`config.mk`:
```
export PLATFORM = sky130hd
export DESIGN_NAME = elastic_fifo
export DESIGN_NICKNAME = d
export VERILOG_FILES = /design/src/rtl/elastic_pkg.sv /design/src/rtl/elastic_fifo_mem.sv /design/src/rtl/elastic_fifo.sv
export SDC_FILE = /design/constraint.sdc
export NUM_CORES = 1
export LEC_CHECK = 0
export ABC_AREA = 1
export BUFFER_PORTS_ARGS = -buffer_cell sky130_fd_sc_hd__buf_2
export CORE_UTILIZATION = 24
export CTS_BUF_LIST = sky130_fd_sc_hd__clkbuf_4 sky130_fd_sc_hd__clkbuf_8 sky130_fd_sc_hd__clkbuf_16
export CTS_CLUSTER_DIAMETER = 30
export DETAILED_ROUTE_END_ITERATION = 16
export SETUP_SLACK_MARGIN = 0.5
export SLEW_MARGIN = 15
export SYNTH_ARGS = -nofsm -noshare
export SYNTH_HDL_FRONTEND = slang
export SYNTH_HIERARCHICAL = 1
export SYNTH_SLANG_ARGS = --single-unit
```
`constraint.sdc`:
```
create_clock -name clk -period 2.1 [get_ports clk]
set_input_delay 0.315 -clock clk [delete_from_list [all_inputs] [get_ports clk]]
set_output_delay 0.315 -clock clk [all_outputs]
set_load 0.005 [all_outputs]
```
`src/rtl/elastic_pkg.sv`:
```
// Shared sizing helpers for the elastic FIFO: pointer/count widths and the
// legality rule for the DEPTH parameter.
package elastic_pkg;

  function automatic int ptr_w(input int depth);
    return (depth > 1) ? $clog2(depth) : 1;
  endfunction

  function automatic int cnt_w(input int depth);
    return $clog2(depth + 1);
  endfunction

  function automatic bit depth_ok(input int depth);
    return (depth >= 2) && ((depth & (depth - 1)) == 0);
  endfunction

endpackage

```
`src/rtl/elastic_fifo_mem.sv`:
```
// Storage array for elastic_fifo: one write port and one registered read port.
// Holds no reset; contents are only meaningful under the owner's count.
module elastic_fifo_mem
  import elastic_pkg::*;
#(
  parameter int DLEN  = 8,
  parameter int DEPTH = 4
) (
  input  logic                      clk,
  input  logic                      we_i,
  input  logic [ptr_w(DEPTH)-1:0]   waddr_i,
  input  logic [DLEN-1:0]           wdata_i,
  input  logic [ptr_w(DEPTH)-1:0]   raddr_i,
  output logic [DLEN-1:0]           rdata_o
);

  logic [DLEN-1:0] mem_q [DEPTH];
  logic [DLEN-1:0] rdata_q;

  // Write port and registered read (read-during-write returns old data)
  always_ff @(posedge clk) begin
    if (we_i) begin
      mem_q[waddr_i] <= wdata_i;
    end
    rdata_q <= mem_q[raddr_i];
  end

  assign rdata_o = rdata_q;

endmodule

```
`src/rtl/elastic_fifo.sv`:
```
// Elastic FIFO whose head word lives in a registered output stage; every
// output is a flop, so no input reaches an output combinationally.
module elastic_fifo
  import elastic_pkg::*;
#(
  parameter int DLEN  = 8,
  parameter int DEPTH = 4,
  parameter int AFULL = DEPTH - 1
) (
  input  logic                     clk,
  input  logic                     rstn,
  input  logic                     i_flush,
  input  logic                     i_valid,
  output logic                     o_ready,
  input  logic [DLEN-1:0]          i_data,
  output logic                     o_valid,
  input  logic                     i_ready,
  output logic [DLEN-1:0]          o_data,
  output logic [cnt_w(DEPTH)-1:0]  o_count,
  output logic                     o_afull
);

  localparam int PW = ptr_w(DEPTH);
  localparam int CW = cnt_w(DEPTH);
  localparam logic [CW-1:0] DEPTH_C = CW'(DEPTH);
  localparam logic [CW-1:0] AFULL_C = CW'(AFULL);

  if (!depth_ok(DEPTH) || (AFULL < 1) || (AFULL > DEPTH)) begin : g_param_err
    $error("elastic_fifo: DEPTH must be a power of 2 >= 2 and AFULL in 1..DEPTH");
  end

  logic [CW-1:0]   count_q, count_d;
  logic [PW-1:0]   rd_ptr_q, rd_ptr_d, wr_ptr_q, wr_ptr_d, raddr_s;
  logic [DLEN-1:0] data_q, data_d, rdata_s, byp_data_q, next_word_s;
  logic            valid_q, ready_q, afull_q, byp_sel_q;
  logic            push_s, pop_s, we_s, byp_hit_s;

  assign push_s = i_valid & ready_q;
  assign pop_s  = valid_q & i_ready;
  assign we_s   = push_s & ~i_flush;

  // The read port continuously prefetches the word behind the new head; a
  // write landing on that slot in the same edge is caught by the bypass.
  assign raddr_s     = rd_ptr_d + PW'(1);
  assign byp_hit_s   = we_s & (wr_ptr_q == raddr_s);
  assign next_word_s = byp_sel_q ? byp_data_q : rdata_s;

  // Next-state occupancy, pointers and head word
  always_comb begin
    count_d  = count_q;
    rd_ptr_d = rd_ptr_q;
    wr_ptr_d = wr_ptr_q;
    data_d   = data_q;
    if (i_flush) begin
      count_d  = CW'(0);
      rd_ptr_d = PW'(0);
      wr_ptr_d = PW'(0);
    end else begin
      count_d  = count_q + CW'(push_s) - CW'(pop_s);
      wr_ptr_d = push_s ? (wr_ptr_q + PW'(1)) : wr_ptr_q;
      rd_ptr_d = pop_s ? (rd_ptr_q + PW'(1)) : rd_ptr_q;
      if (push_s && ((count_q == CW'(0)) || (pop_s && (count_q == CW'(1))))) begin
        data_d = i_data;
      end else if (pop_s && (count_q >= CW'(2))) begin
        data_d = next_word_s;
      end else begin
        data_d = data_q;
      end
    end
  end

  // State and registered status outputs, all derived from the post-edge count
  always_ff @(posedge clk or negedge rstn) begin
    if (!rstn) begin
      count_q    <= CW'(0);
      rd_ptr_q   <= PW'(0);
      wr_ptr_q   <= PW'(0);
      data_q     <= {DLEN{1'b0}};
      valid_q    <= 1'b0;
      ready_q    <= 1'b0;
      afull_q    <= 1'b0;
      byp_sel_q  <= 1'b0;
      byp_data_q <= {DLEN{1'b0}};
    end else begin
      count_q    <= count_d;
      rd_ptr_q   <= rd_ptr_d;
      wr_ptr_q   <= wr_ptr_d;
      data_q     <= data_d;
      valid_q    <= (count_d != CW'(0));
      ready_q    <= (count_d < DEPTH_C);
      afull_q    <= (count_d >= AFULL_C);
      byp_sel_q  <= byp_hit_s;
      byp_data_q <= i_data;
    end
  end

  elastic_fifo_mem #(
    .DLEN  (DLEN),
    .DEPTH (DEPTH)
  ) u_mem (
    .clk     (clk),
    .we_i    (we_s),
    .waddr_i (wr_ptr_q),
    .wdata_i (i_data),
    .raddr_i (raddr_s),
    .rdata_o (rdata_s)
  );

  assign o_ready = ready_q;
  assign o_valid = valid_q;
  assign o_data  = data_q;
  assign o_count = count_q;
  assign o_afull = afull_q;

endmodule

```
==> results of run 1 <==
-- cell families (layout without fill, tap and decap cells) --
group | Yosys count | count (layout) | share of synthesized area, %
buffers and inverters | 82 | 130 | 11.8
DFF | 67 | 67 | 62.7
AOI/OAI and AO/OA | 28 | 28 | 5.54
adders and majority gates | 3 | 3 | 1.57
and+or+nand+nor | 122 | 122 | 18.4
-- per-layer routing --
metal  share of wire, %  wire length [um]  GRT usage (%)  vias up
li1                   -                 -              -     1024
met1                 47              2590           12.7      884
met2                 48              2680           16.1       35
met3                4.8               267           3.66        3
met4               0.25                14           2.16        0
met5                  0                 0              0        -
-- metrics by stage --
| stage | cells | area, um^2 | hold slack, ns | total power [W] |
|---|---|---|---|---|
| 6_report | 493 | 3590 | 0.00705 | 0.00445 |
| 3_3_place_gp | 472 | 3180 | 0.358 | 0.00278 |
| 3_5_place_dp | 472 | 3180 | 0.366 | 0.00282 |
| 4_1_cts | 492 | 3550 | 0.0196 | 0.00444 |
| 5_1_grt | 493 | 3590 | 0.0428 | 0.00476 |
| 2_1_floorplan | 302 | 2870 | 0.0194 | 0.00247 |
-- worst max path at each step --
stage	to	startpoint	cells past startpoint
after floorplan	o_afull	o_ready	11
after global placement	o_afull	i_valid	12
after detailed placement	o_afull	i_valid	12
after CTS	o_afull	o_ready	8
after global routing	o_afull	o_ready	11
final	o_afull	o_ready	11
-- worst max-delay path: stages, from the launching register on --
cell                      delay, ns
sky130_fd_sc_hd__dfrtp_1       0.38
sky130_fd_sc_hd__nand2_2       0.10
sky130_fd_sc_hd__inv_2         0.05
sky130_fd_sc_hd__nand2_1       0.05
sky130_fd_sc_hd__nand2_1       0.05
sky130_fd_sc_hd__ha_2          0.18
sky130_fd_sc_hd__fa_2          0.36
sky130_fd_sc_hd__nand2_1       0.07
sky130_fd_sc_hd__nand2_1       0.06
sky130_fd_sc_hd__nor2_2        0.14
sky130_fd_sc_hd__inv_2         0.06
sky130_fd_sc_hd__o21ai_1       0.07
-- state kept, by name, indices dropped and copies added (netlist names), 2 cells and up --
signal / count
byp_data_q: 8
o_count: 3
o_data: 8
rd_ptr_q: 2
u_mem/mem_q: 32
u_mem/rdata_o: 8
wr_ptr_q: 2
-- what timing repair did --
action | CTS | global route
setup endpoints to repair | 13 | 28
gates resized for setup | 6 | 7
pin swaps | 8 | 5
setup buffers | 4 | 1
-- final cells by class --
class / instances / share of cell area, %
well taps: 143 / 4.98
repair buffers: 39 / 7.03
clock buffers: 12 / 7.38
inverters: 75 / 7.90
multi-input cells: 153 / 21.3
flip-flops and latches: 67 / 50.0
clock inverters: 4 / 1.36
-- power by group through the flow --
stage	Clock (W)	Sequential (W)	Combinational, W
after floorplan	0	0.00176	0.000719
after global placement	0	0.00176	0.00102
after detailed placement	0	0.00177	0.00105
after CTS	0.00157	0.00175	0.00112
after global routing	0.00163	0.00178	0.00135
final	0.00153	0.00174	0.00117
-- placed cells by master, fill, tap and decap left out --
cell type,synthesis,routed
sky130_fd_sc_hd__a21oi_1,1,1
sky130_fd_sc_hd__a21oi_4,1,1
sky130_fd_sc_hd__buf_12,0,2
sky130_fd_sc_hd__buf_2,2,26
sky130_fd_sc_hd__buf_4,1,11
sky130_fd_sc_hd__bufinv_16,0,1
sky130_fd_sc_hd__clkbuf_16,0,10
sky130_fd_sc_hd__clkbuf_4,0,2
sky130_fd_sc_hd__clkinv_1,1,1
sky130_fd_sc_hd__clkinv_2,0,2
sky130_fd_sc_hd__clkinv_4,0,1
sky130_fd_sc_hd__dfrtp_1,27,26
sky130_fd_sc_hd__dfrtp_2,0,1
sky130_fd_sc_hd__dfxtp_1,8,8
sky130_fd_sc_hd__edfxtp_1,32,32
sky130_fd_sc_hd__fa_2,0,1
sky130_fd_sc_hd__ha_1,2,1
sky130_fd_sc_hd__ha_2,0,1
sky130_fd_sc_hd__inv_1,73,71
sky130_fd_sc_hd__inv_2,0,2
sky130_fd_sc_hd__inv_4,1,1
sky130_fd_sc_hd__nand2_1,80,78
sky130_fd_sc_hd__nand2_2,1,3
sky130_fd_sc_hd__nand3_1,24,21
sky130_fd_sc_hd__nand3_2,0,3
sky130_fd_sc_hd__nand4_1,4,4
sky130_fd_sc_hd__nand4_4,1,1
sky130_fd_sc_hd__nor2_1,6,4
sky130_fd_sc_hd__nor2_2,0,2
sky130_fd_sc_hd__nor3_1,5,4
sky130_fd_sc_hd__nor3_2,0,1
sky130_fd_sc_hd__o21ai_0,23,22
sky130_fd_sc_hd__o21ai_1,1,2
sky130_fd_sc_hd__o21ai_2,2,2
sky130_fd_sc_hd__or2_1,1,1
==> Implementation_results.wiki, run 1 <==
{| class="wikitable"
! Metric !! Value
|-
| Post-synth top cells || sky130_fd_sc_hd__nand2_1, sky130_fd_sc_hd__inv_1, sky130_fd_sc_hd__edfxtp_1, sky130_fd_sc_hd__dfrtp_1, sky130_fd_sc_hd__nand3_1
|-
| Routed len/inst || 11.3 um
|-
| Arrival time at the worst endpoint || 1.87 ns
|-
| Largest buffer count on any clock path || 2
|-
| Length in cells of the worst reg-to-reg path || 11
|-
| Fraction of the cycle the final worst path needs || 77.5%
|-
| Post-synth top flop || sky130_fd_sc_hd__edfxtp_1
|-
| CTS tree || yes
|-
| Violation count after the first detailed-route iteration || 89
|-
| Die Span Y || 111 um
|-
| Final weighted congestion of routability-driven global placement || 0.773
|-
| PD cells || 1240 mW/mm^2
|-
| Peak fanout along the critical path || 3
|-
| Initial antenna violation count || 0
|-
| Length of the first detailed-routing pass in iterations || 10
|-
| Number of placement rows || 39
|-
| YS warnings || 6
|-
| Top post-synthesis cells by area || sky130_fd_sc_hd__edfxtp_1, sky130_fd_sc_hd__dfrtp_1, sky130_fd_sc_hd__nand2_1
|-
| Worst-Margin Slew || 0.615 ns
|-
| Max-slew headroom at the worst pin || 59.0%
|-
| Net Sw Frac || 29.8%
|-
| Total via count in the routed design || 1,946
|-
| Post-synthesis async set-or-reset flop share || 40.3%
|-
| Number of input and output port buffers inserted || 26
|-
| Sequential standard cell area || 0.00180 mm^2
|-
| Hold Buf Count CTS || 0
|-
| Total negative slack for setup checks || 0 ns
|-
| FILL cells || 1,184
|-
| Sequential Power Share || 39.2%
|-
| Terminus of the critical flop-to-flop path || o_afull
|-
| Root cell of the clock tree || sky130_fd_sc_hd__clkbuf_16
|-
| Core Area || 0.0115 mm^2
|-
| Library cells used by synthesis || 25
|-
| Worst vdd ir || 0.582 mV
|-
| Synthesized netlist net count || 318
|-
| Biggest area consumer among synthesized cells || sky130_fd_sc_hd__edfxtp_1
|-
| Insertion delay to the later sink of the worst-skew pair || 0.32 ns
|-
| Multi-input combinational cell area || 766 um^2
|-
| Endpoint class of the critical path || flip-flop
|-
| Comb pwr share || 26.3%
|-
| Post-Place Worst Slack || 0.313 ns
|-
| Sinks on Clock Net || 67
|-
| HPWL reported at the end of detailed placement || 4.01 mm
|-
| Synth Register Bits || 67
|-
| Die area || 0.0124 mm^2
|-
| DRC violation count after routing || 2
|-
| H-tree depth || 3
|-
| Vias in the first global route || 1,951
|-
| Utilization after layout || 31.2%
|-
| Part of the total power dissipated in the clock network || 34.4%
|-
| Highest clock frequency the design can meet || 615 MHz
|-
| Number of primary I/O pins || 27
|-
| RSZ-0062 raised after global routing || yes
|-
| Startpoint-to-endpoint class of the critical path || flip-flop to flip-flop
|-
| Max-slew violation count || 0
|-
| Via density per instance || 3.95
|-
| Avg Inst Size Synth || 9.49 um^2
|-
| Routed Wire Length || 5.55 mm
|-
| Routed Antenna Nets || 0
|-
| Final hold violation count || 0
|-
| Outcome || finished with violations
|-
| Number of CTS-inserted buffers || 9
|-
| Required time reported for the critical path endpoint || 2.34 ns
|-
| Starting utilization of the core area || 24.9%
|-
| First-pass GRT wire length || 9.53 mm
|-
| Total leakage power || 1.73 nW
|-
| Area share of the largest cell type after synthesis || 33.5%
|-
| Reg-to-reg setup timing slack || 0.47 ns
|-
| Final setup vio count || 0
|-
| Maximum number of pins on one net before global-route repair || 28
|-
| Fraction of the yosys area taken by sequential cells || 62.7%
|-
| Design internal power || 0.00312 W
|-
| Proportion of layout cells with a drive suffix above 1 || 21.1%
|-
| Cell area after synthesis || 0.00287 mm^2
|-
| Violations in the final reports || DRC
|-
| Count of flip-flops with a built-in enable after synthesis || 32
|-
| Switching power of the nets || 0.00132 W
|-
| Die Span X || 111 um
|-
| Ant. Diodes || 0
|-
| Final worst-path setup slack || 0.473 ns
|-
| Time the final worst path needs with I/O delays and setup || 1.63 ns
|-
| Setup Skew || 0.00561 ns
|-
| HP Class || input port to asynchronous set/reset pin
|-
| Residual overflow from global routing || 0
|-
| Number of nets in the layout || 361
|-
| FF-to-FF Start || o_ready
|-
| Leading cell type by number of instances after synthesis || sky130_fd_sc_hd__nand2_1
|-
| Total global routing track utilization || 9.96%
|-
| Count of mapped cells out of synthesis || 302
|-
| Clk pin slew, worst setup/hold paths || 0.05 ns
|-
| Number of max-capacitance violations reported || 0
|-
| P&R area growth vs syn || 25.4%
|-
| Nature of the critical path startpoint || flip-flop
|}
Power figures use the tool's default switching activity.
==> run 2, diff against run 1 <==
--- a/config.mk
+++ b/config.mk
@@ -5,7 +5,7 @@
 export SDC_FILE = /design/constraint.sdc
 export NUM_CORES = 1
 export LEC_CHECK = 0
-export ABC_AREA = 1
+export ABC_AREA = 0
 export BUFFER_PORTS_ARGS = -buffer_cell sky130_fd_sc_hd__buf_2
 export CORE_UTILIZATION = 24
 export CTS_BUF_LIST = sky130_fd_sc_hd__clkbuf_4 sky130_fd_sc_hd__clkbuf_8 sky130_fd_sc_hd__clkbuf_16
==> constraint.sdc (replaced) <==
create_clock -name clk -period 1.6 [get_ports clk]
set_input_delay 0.24 -clock clk [delete_from_list [all_inputs] [get_ports clk]]
set_output_delay 0.24 -clock clk [all_outputs]
set_load 0.005 [all_outputs]
==> run 2 against run 1 <==
  * Non-clock buffer count increased by 25
  * Power increased by 31%
  * Fmax decreased by 15%
  * Highest routed layer unchanged
  * Combinational power increased by 86%
  * Die area decreased by 8.2%
  * Setup slack got worse by 0.79 ns
  * Critical endpoint is now o_valid
  * Register-to-register slack got worse by 0.79 ns
  * Utilization increased by 3.1 points
  * Clock skew increased by 0.0042 ns
  * The flow finishes with violations (setup timing)
  * Synthesized area decreased by 8.4%
  * Flip-flop and latch count unchanged
  * Critical path type unchanged
  * Global-route usage decreased by 0.37 points
==> Implementation_results.wiki, run 2 <==
{| class="wikitable"
! Metric !! Value
|-
| Outcome || finished with violations
|-
| Violations in the final reports || setup timing
|-
| HP Class || input port to flip-flop
|-
| Time the final worst path needs with I/O delays and setup || 1.92 ns (+0.288 ns)
|-
| Max-slew violation count || 0 (unchanged)
|-
| Total negative slack for setup checks || -4.16 ns (-4.16 ns)
|-
| Peak fanout along the critical path || 3 (unchanged)
|-
| Root cell of the clock tree || sky130_fd_sc_hd__clkbuf_8
|-
| Critical-path cell with the highest stage delay || sky130_fd_sc_hd__dfrtp_2
|-
| DRC violation count after routing || 0 (-2)
|-
| Die Span X || 107 um (-4.2%)
|-
| Total leakage power || 1.47 nW (-15%)
|-
| H-tree depth || 3 (unchanged)
|-
| Vias in the first global route || 1,559 (-20%)
|-
| Total via count in the routed design || 1,455 (-25%)
|-
| Top post-synthesis cells by area || sky130_fd_sc_hd__edfxtp_1, sky130_fd_sc_hd__dfrtp_1, sky130_fd_sc_hd__mux4_2
|-
| Initial antenna violation count || 0 (unchanged)
|-
| Count of mapped cells out of synthesis || 150 (-50%)
|-
| Total global routing track utilization || 9.59% (-0.37 points)
|-
| Hold Path End || byp_data_q[1]
|-
| Critical-path cell list || nand2_2 -> nand3_2 -> nand2_2 -> ha_4 -> fa_2 -> nor2b_4 -> or3_1
|-
| Required time reported for the critical path endpoint || 1.81 ns (-0.53 ns)
|-
| Setup Skew || 0.00984 ns (+0.00424 ns)
|-
| Synth Register Bits || 67 (unchanged)
|-
| Sinks on Clock Net || 67 (unchanged)
|-
| Fraction of the yosys area taken by sequential cells || 68.4% (+5.7 points)
|-
| Die Span Y || 107 um (-4.2%)
|-
| Utilization after layout || 34.3% (+3.1 points)
|-
| Number of flip-flops in the largest register || 32 (unchanged)
|-
| FF-to-FF Start || o_valid
|-
| Proportion of layout cells with a drive suffix above 1 || 57.3% (+36 points)
|-
| Length of the first detailed-routing pass in iterations || 4 (-6)
|-
| Fraction of the cycle the final worst path needs || 120% (+42 points)
|-
| Number of primary I/O pins || 27 (unchanged)
|-
| Endpoint class of the critical path || flip-flop
|-
| Biggest area consumer among synthesized cells || sky130_fd_sc_hd__edfxtp_1
|-
| Length in cells of the worst reg-to-reg path || 7 (-4)
|-
| Largest buffer count on any clock path || 2 (unchanged)
|-
| Number of nets in the layout || 236 (-35%)
|-
| Max-slew headroom at the worst pin || 74.3% (+15 points)
|-
| Most flop-heavy register || u_mem/mem_q
|-
| Final weighted congestion of routability-driven global placement || 0.711 (-8.0%)
|-
| First-pass GRT wire length || 8.02 mm (-16%)
|-
| Sequential standard cell area || 0.00180 mm^2 (unchanged)
|-
| Die area || 0.0114 mm^2 (-8.2%)
|-
| Commonest non-fill, non-tap cells in the layout || sky130_fd_sc_hd__edfxtp_1, sky130_fd_sc_hd__dfrtp_1, sky130_fd_sc_hd__buf_2, sky130_fd_sc_hd__buf_4, sky130_fd_sc_hd__mux2_4
|-
| Terminus of the critical flop-to-flop path || o_valid
|-
| Routed len/inst || 13.6 um (+21%)
|-
| Maximum number of pins on one net before global-route repair || 28 (unchanged)
|-
| Cell family with the largest share of critical-path delay || simple AND/OR/NAND/NOR gates
|-
| Part of the total power dissipated in the clock network || 23.2% (-11 points)
|-
| Insertion delay to the later sink of the worst-skew pair || 0.34 ns (+0.02 ns)
|-
| Final hold violation count || 0 (unchanged)
|-
| Synthesized netlist net count || 166 (-48%)
|-
| Post-synthesis async set-or-reset flop share || 40.3% (unchanged)
|-
| Cell area after synthesis || 0.00263 mm^2 (-8.4%)
|-
| Via density per instance || 4.03 (+2.1%)
|-
| Worst Min Path Start || i_data[1]
|-
| Routed Antenna Nets || 0 (unchanged)
|-
| Number of CTS-inserted buffers || 9 (unchanged)
|-
| Core Area || 0.0105 mm^2 (-9.1%)
|-
| Most frequent standard cell in the layout excluding fill and tap cells || sky130_fd_sc_hd__edfxtp_1
|-
| Starting utilization of the core area || 25.1% (+0.21 points)
|-
| Count of flip-flops with a built-in enable after synthesis || 32 (unchanged)
|-
| Area share of the largest cell type after synthesis || 36.6% (+3.1 points)
|-
| Post-synth top flop || sky130_fd_sc_hd__edfxtp_1
|-
| Design internal power || 0.00424 W (+36%)
|-
| Avg Inst Size Synth || 17.5 um^2 (+84%)
|-
| Nature of the critical path startpoint || flip-flop
|-
| Number of placement rows || 37 (-5.1%)
|-
| Highest clock frequency the design can meet || 522 MHz (-15%)
|-
| Arrival time at the worst endpoint || 2.12 ns (+0.25 ns)
|-
| Final setup vio count || 20 (+20)
|-
| Number of max-capacitance violations reported || 0 (unchanged)
|-
| Comb pwr share || 37.5% (+11 points)
|-
| Number of input and output port buffers inserted || 26 (unchanged)
|-
| CTS tree || yes
|-
| Number of buffer and inverter instances along the worst setup path || 0 (-2)
|-
| Highest cell delay on the worst timing path || 0.44 ns (+0.06 ns)
|-
| RSZ-0062 raised after global routing || yes
|-
| Critical path's most frequent cell || sky130_fd_sc_hd__nand2_2
|-
| PD cells || 1620 mW/mm^2 (+31%)
|-
| FILL cells || 1,034 (-13%)
|-
| HPWL reported at the end of detailed placement || 3.27 mm (-18%)
|-
| Multi-input combinational cell area || 881 um^2 (+15%)
|-
| Switching power of the nets || 0.00158 W (+19%)
|-
| Library cells used by synthesis || 32 (+28%)
|-
| Sequential Power Share || 39.3% (about the same)
|-
| YS warnings || 6 (unchanged)
|-
| Clk pin slew, worst setup/hold paths || 0.07 ns (+0.02 ns)
|-
| Post-synth top cells || sky130_fd_sc_hd__edfxtp_1, sky130_fd_sc_hd__dfrtp_1, sky130_fd_sc_hd__mux2_2
|-
| Ant. Diodes || 0 (unchanged)
|-
| Worst vdd ir || 0.944 mV (+62%)
|-
| Residual overflow from global routing || 0 (unchanged)
|-
| Worst-Margin Slew || 0.385 ns (-0.230 ns)
|-
| Violation count after the first detailed-route iteration || 54 (-39%)
|-
| Leading cell type by number of instances after synthesis || sky130_fd_sc_hd__edfxtp_1
|-
| Final worst-path setup slack || -0.315 ns (-0.788 ns)
|-
| Reg-to-reg setup timing slack || -0.32 ns (-0.79 ns)
|-
| Routed Wire Length || 4.90 mm (-12%)
|-
| P&R area growth vs syn || 36.5%
|-
| Instance count along the most critical hold path || 1
|-
| Startpoint-to-endpoint class of the critical path || flip-flop to flip-flop
|-
| Net Sw Frac || 27.1% (-2.7 points)
|}
==> run 2: changes by cell type after synthesis, sizes merged, moves of 3 or more <==
cell	change
buf	-3
mux4	+8
nand2	-76
nor2b	+3
mux2	+23
o21ai	-26
nand4	-5
inv	-69
nor3	-5
xor2	+4
nand3	-20
==> run 2: worst max path at each step <==
| stage | startpoint | endpoint | slack, ns | cells after the start |
|---|---|---|---|---|
| 2_1_floorplan | o_ready | o_valid | -0.28 | 7 |
| 3_3_place_gp | o_valid | o_valid | -0.25 | 7 |
| 3_5_place_dp | o_ready | o_valid | -0.33 | 7 |
| 4_1_cts | o_ready | o_valid | -0.30 | 7 |
| 5_1_grt | o_ready | o_valid | -0.36 | 9 |
| 6_report | o_valid | o_valid | -0.32 | 7 |
==> run 2: area by class of cell <==
class | instances | share of cell area, %
flip-flops and latches | 67 | 50.2
clock inverters | 7 | 1.92
repair buffers | 64 | 14.6
well taps | 136 | 4.75
multi-input cells | 73 | 24.6
clock buffers | 9 | 3.46
inverters | 5 | 0.524
==> run 2: through the flow <==
step                      setup slack (ns)  power, W  instance area, um^2  std cells  hold WS [ns]
after floorplan                     -0.277   0.00340                 2710        150       -0.0556
after detailed placement            -0.330   0.00414                 3200        330         0.275
after global routing                -0.362   0.00619                 3580        361        0.0540
after CTS                           -0.299   0.00586                 3560        359        0.0596
after global placement              -0.251   0.00409                 3200        330         0.277
final                               -0.315   0.00582                 3580        361        0.0795
==> run 2: repair_timing <==
action                                  4_1_cts  5_1_grt
buffers inserted                             12        2
hold buffers                                  1        0
gates resized for setup                      19        2
pin swaps                                     5        0
endpoints found under the setup margin       69       71
endpoints found under the hold margin        27        0
==> run 2: logic make-up (layout without fill, tap and decap cells) <==
family,Yosys count,after routing,share of synthesized area [%]
xor gates and xnor gates,6,6,2.00
DFF,67,67,68.4
muxes,33,33,18.6
and+or+nand+nor,26,26,5.34
adders and majority gates,3,3,1.71
AOI/OAI and AO/OA,5,5,1.81
buffers and inverters,10,85,2.10
==> run 2: worst register-to-register path, stage by stage (launching register included) <==
cell,delay (ns)
sky130_fd_sc_hd__dfrtp_2,0.44
sky130_fd_sc_hd__nand2_2,0.10
sky130_fd_sc_hd__nand3_2,0.08
sky130_fd_sc_hd__nand2_2,0.10
sky130_fd_sc_hd__ha_4,0.13
sky130_fd_sc_hd__fa_2,0.43
sky130_fd_sc_hd__nor2b_4,0.14
sky130_fd_sc_hd__or3_1,0.37
==> run 2: power groups by stage <==
stage               Clock (W)  Sequential [W]  Combinational [W]
floorplan                   0         0.00232            0.00108
global placement            0         0.00232            0.00177
detailed placement          0         0.00233            0.00181
CTS                   0.00140         0.00229            0.00216
global route          0.00149         0.00232            0.00238
finish                0.00135         0.00229            0.00218
==> run 2: metal layers <==
metal | GRT usage, % | vias up | routed length (um)
met1 | 11.7 | 731 | 2210
met5 | 0 | - | 0
met2 | 15.7 | 33 | 2470
met3 | 3.77 | 2 | 207
met4 | 2.64 | 0 | 12
li1 | - | 689 | -
==> run 3, diff against run 2 <==
==> constraint.sdc (replaced) <==
create_clock -name clk -period 1.6 [get_ports clk]
set_input_delay 0.24 -clock clk [delete_from_list [all_inputs] [get_ports clk]]
set_output_delay 0.24 -clock clk [all_outputs]
set_load 0.02 [all_outputs]
==> run 3 against run 2 <==
  * The run still ends with setup timing left
  * Final cell count down 0.28%
  * Die area unchanged
  * Sequential power up 2%
  * Largest cell class unchanged
==> Implementation_results.wiki, run 3 (synthesis results as in run 2) <==
{| class="wikitable"
! Metric !! Value
|-
| Die area || 0.0114 mm^2 (unchanged)
|-
| Initial antenna violation count || 0 (unchanged)
|-
| Critical-path cell list || nand2_2 -> nand3_2 -> nand2_2 -> ha_4 -> fa_2 -> xnor2_1 -> nand2b_1 -> inv_1 -> or3_1
|-
| Ant. Diodes || 0 (unchanged)
|-
| Routed Antenna Nets || 0 (unchanged)
|-
| Number of primary I/O pins || 27 (unchanged)
|-
| Cell total after placement || 328 (-0.61%)
|-
| Proportion of layout cells with a drive suffix above 1 || 59.4% (+2.0 points)
|-
| Total global routing track utilization || 9.68% (+0.093 points)
|-
| Number of flip-flops in the largest register || 32 (unchanged)
|-
| Number of nets in the layout || 235 (-0.42%)
|-
| Number of CTS-inserted buffers || 9 (unchanged)
|-
| Final setup vio count || 18 (-10%)
|-
| CTS tree || yes
|-
| Number of placement rows || 37 (unchanged)
|-
| Clk pin slew, worst setup/hold paths || 0.08 ns (about the same)
|-
| H-tree depth || 3 (unchanged)
|-
| Critical-path cell with the highest stage delay || sky130_fd_sc_hd__dfrtp_2
|-
| Routed len/inst || 14.0 um (+3.3%)
|-
| Commonest non-fill, non-tap cells in the layout || sky130_fd_sc_hd__edfxtp_1, sky130_fd_sc_hd__dfrtp_1, sky130_fd_sc_hd__buf_6
|-
| GR met3 Demand/Resource || 4.19% (+0.43 points)
|-
| PD cells || 1670 mW/mm^2 (+3.1%)
|-
| Number of max-capacitance violations reported || 0 (unchanged)
|-
| Total via count in the routed design || 1,453 (-0.14%)
|-
| Most flop-heavy register || u_mem/mem_q
|-
| Insertion delay to the later sink of the worst-skew pair || 0.34 ns (about the same)
|-
| Die Span Y || 107 um (unchanged)
|-
| Root cell of the clock tree || sky130_fd_sc_hd__clkbuf_8
|-
| First-pass GRT wire length || 7.99 mm (-0.34%)
|-
| Required time reported for the critical path endpoint || 1.81 ns (about the same)
|-
| Largest buffer count on any clock path || 2 (unchanged)
|-
| Fraction of the cycle the final worst path needs || 117% (-3.2 points)
|-
| HP Class || input port to flip-flop
|-
| Endpoint class of the critical path || flip-flop
|-
| Length of the first detailed-routing pass in iterations || 3 (-1)
|-
| Violation count after the first detailed-route iteration || 75 (+39%)
|-
| Worst-Margin Slew || 0.480 ns (+0.0952 ns)
|-
| Residual overflow from global routing || 0 (unchanged)
|-
| Number of buffer and inverter instances along the worst setup path || 1 (+1)
|-
| Met2 layer usage reported by global route || 15.9% (+0.23 points)
|-
| Total negative slack for setup checks || -3.00 ns (+1.17 ns)
|-
| Number of input and output port buffers inserted || 26 (unchanged)
|-
| Final weighted congestion of routability-driven global placement || 0.726 (+2.1%)
|-
| Worst hold-check slack || 0.0760 ns (-0.00346 ns)
|-
| Vias in the first global route || 1,524 (-2.2%)
|-
| HPWL reported at the end of detailed placement || 3.35 mm (+2.4%)
|-
| Peak fanout along the critical path || 3 (unchanged)
|-
| Setup Skew || 0.00717 ns (-0.00268 ns)
|-
| Sinks on Clock Net || 67 (unchanged)
|-
| Fraction of met1 tracks used by global routing || 11.2% (-0.54 points)
|-
| DRC violation count after routing || 0 (unchanged)
|-
| Violations in the final reports || setup timing
|-
| Critical path's most frequent cell || sky130_fd_sc_hd__nand2_2
|-
| Global-route layer with the greatest usage || met2
|-
| Maximum number of pins on one net before global-route repair || 19 (-32%)
|-
| Worst vdd ir || 0.613 mV (-35%)
|-
| RSZ-0062 raised after global routing || yes
|-
| Fin cells || 360 (-0.28%)
|-
| Final hold violation count || 0 (unchanged)
|-
| Starting utilization of the core area || 25.1% (unchanged)
|-
| Cell family with the largest share of critical-path delay || simple AND/OR/NAND/NOR gates
|-
| Startpoint-to-endpoint class of the critical path || flip-flop to flip-flop
|-
| Nature of the critical path startpoint || flip-flop
|-
| FILL cells || 991 (-4.2%)
|-
| Max-slew headroom at the worst pin || 68.0% (-6.3 points)
|-
| Via density per instance || 4.04 (+0.14%)
|-
| Final Total Pwr || 0.00617 W (+6.1%)
|-
| Dpl cell area || 0.00319 mm^2 (-0.23%)
|-
| Outcome || finished with violations
|-
| Routed Wire Length || 5.05 mm (+3.0%)
|-
| Total leakage power || 1.49 nW (+1.0%)
|-
| Time the final worst path needs with I/O delays and setup || 1.86 ns (-0.0507 ns)
|-
| Logic depth of the worst setup path including buffers || 9 (+2)
|-
| Arrival time at the worst endpoint || 2.08 ns (-0.04 ns)
|-
| Max-slew violation count || 0 (unchanged)
|-
| Core Area || 0.0105 mm^2 (unchanged)
|-
| Length in cells of the worst reg-to-reg path || 9 (+2)
|-
| Highest cell delay on the worst timing path || 0.39 ns (-0.05 ns)
|-
| Post-route design area || 0.00369 mm^2 (+2.9%)
|-
| Final worst-path setup slack || -0.264 ns (+0.0507 ns)
|-
| P&R area growth vs syn || 40.4%
|-
| Die Span X || 107 um (unchanged)
|-
| Most frequent standard cell in the layout excluding fill and tap cells || sky130_fd_sc_hd__edfxtp_1
|-
| Instance count along the most critical hold path || 1 (unchanged)
|-
| Highest clock frequency the design can meet || 536 MHz (+2.7%)
|}
==> run 3: cell types whose count changed in the layout (fill, tap and decap cells not counted), sizes merged <==
cell | before | now
bufinv | 1 | 0
clkbuf | 9 | 10
clkinvlp | 1 | 3
inv | 5 | 6
clkinv | 5 | 2
buf | 63 | 62
==> run 3: final cells by class <==
type	instances	area, um^2	area share (%)
clock inverters	6	37.5	1.02
repair buffers	63	602	16.3
clock buffers	10	149	4.04
inverters	5	18.8	0.509
flip-flops and latches	67	1800	48.8
multi-input cells	73	911	24.7
well taps	136	170	4.61
==> run 3: metal layers <==
layer	vias to the layer above	routed length [um]	share of wire, %
li1	689	-	-
met1	734	2190	43
met2	24	2590	51
met3	6	226	4.5
met4	0	46	0.91
met5	-	0	0
==> run 3: stage by stage <==
step                      util (%)  setup slack (ns)
final                         35.2            -0.264
after global routing          35.2            -0.365
after CTS                     34.6            -0.257
after detailed placement      30.5            -0.287
after global placement        30.5            -0.247
after floorplan                  -            -0.294
==> run 3: timing repair <==
action / 4_1_cts / 5_1_grt
hold buffers: 1 / 0
endpoints found under the setup margin: 69 / 72
resized for setup: 46 / 7
pin swaps: 5 / 4
buffers inserted: 11 / 4
hold endpoints to repair: 16 / 0
gates cloned: 0 / 0
==> run 3: where the power goes <==
part | internal [W] | switching, W | leakage, nW
clock | 0.000648 | 0.000628 | 0.0874
combinational | 0.00158 | 0.000986 | 0.717
sequential | 0.00212 | 0.000209 | 0.685
total | 0.00435 | 0.00182 | 1.49
==> run 3: worst paths after layout <==
check / start / endpoint / slack, ns
min in group asynchronous: rstn / o_data[5] / 0.38
worst max-delay path: o_valid / o_valid / -0.26
max in group asynchronous: rstn / byp_data_q[1] / 0.72
worst max register to register: o_valid / o_valid / -0.26
worst min register to register: o_data[0] / o_data[0] / 0.54
worst min-delay path: i_data[5] / byp_data_q[5] / 0.08
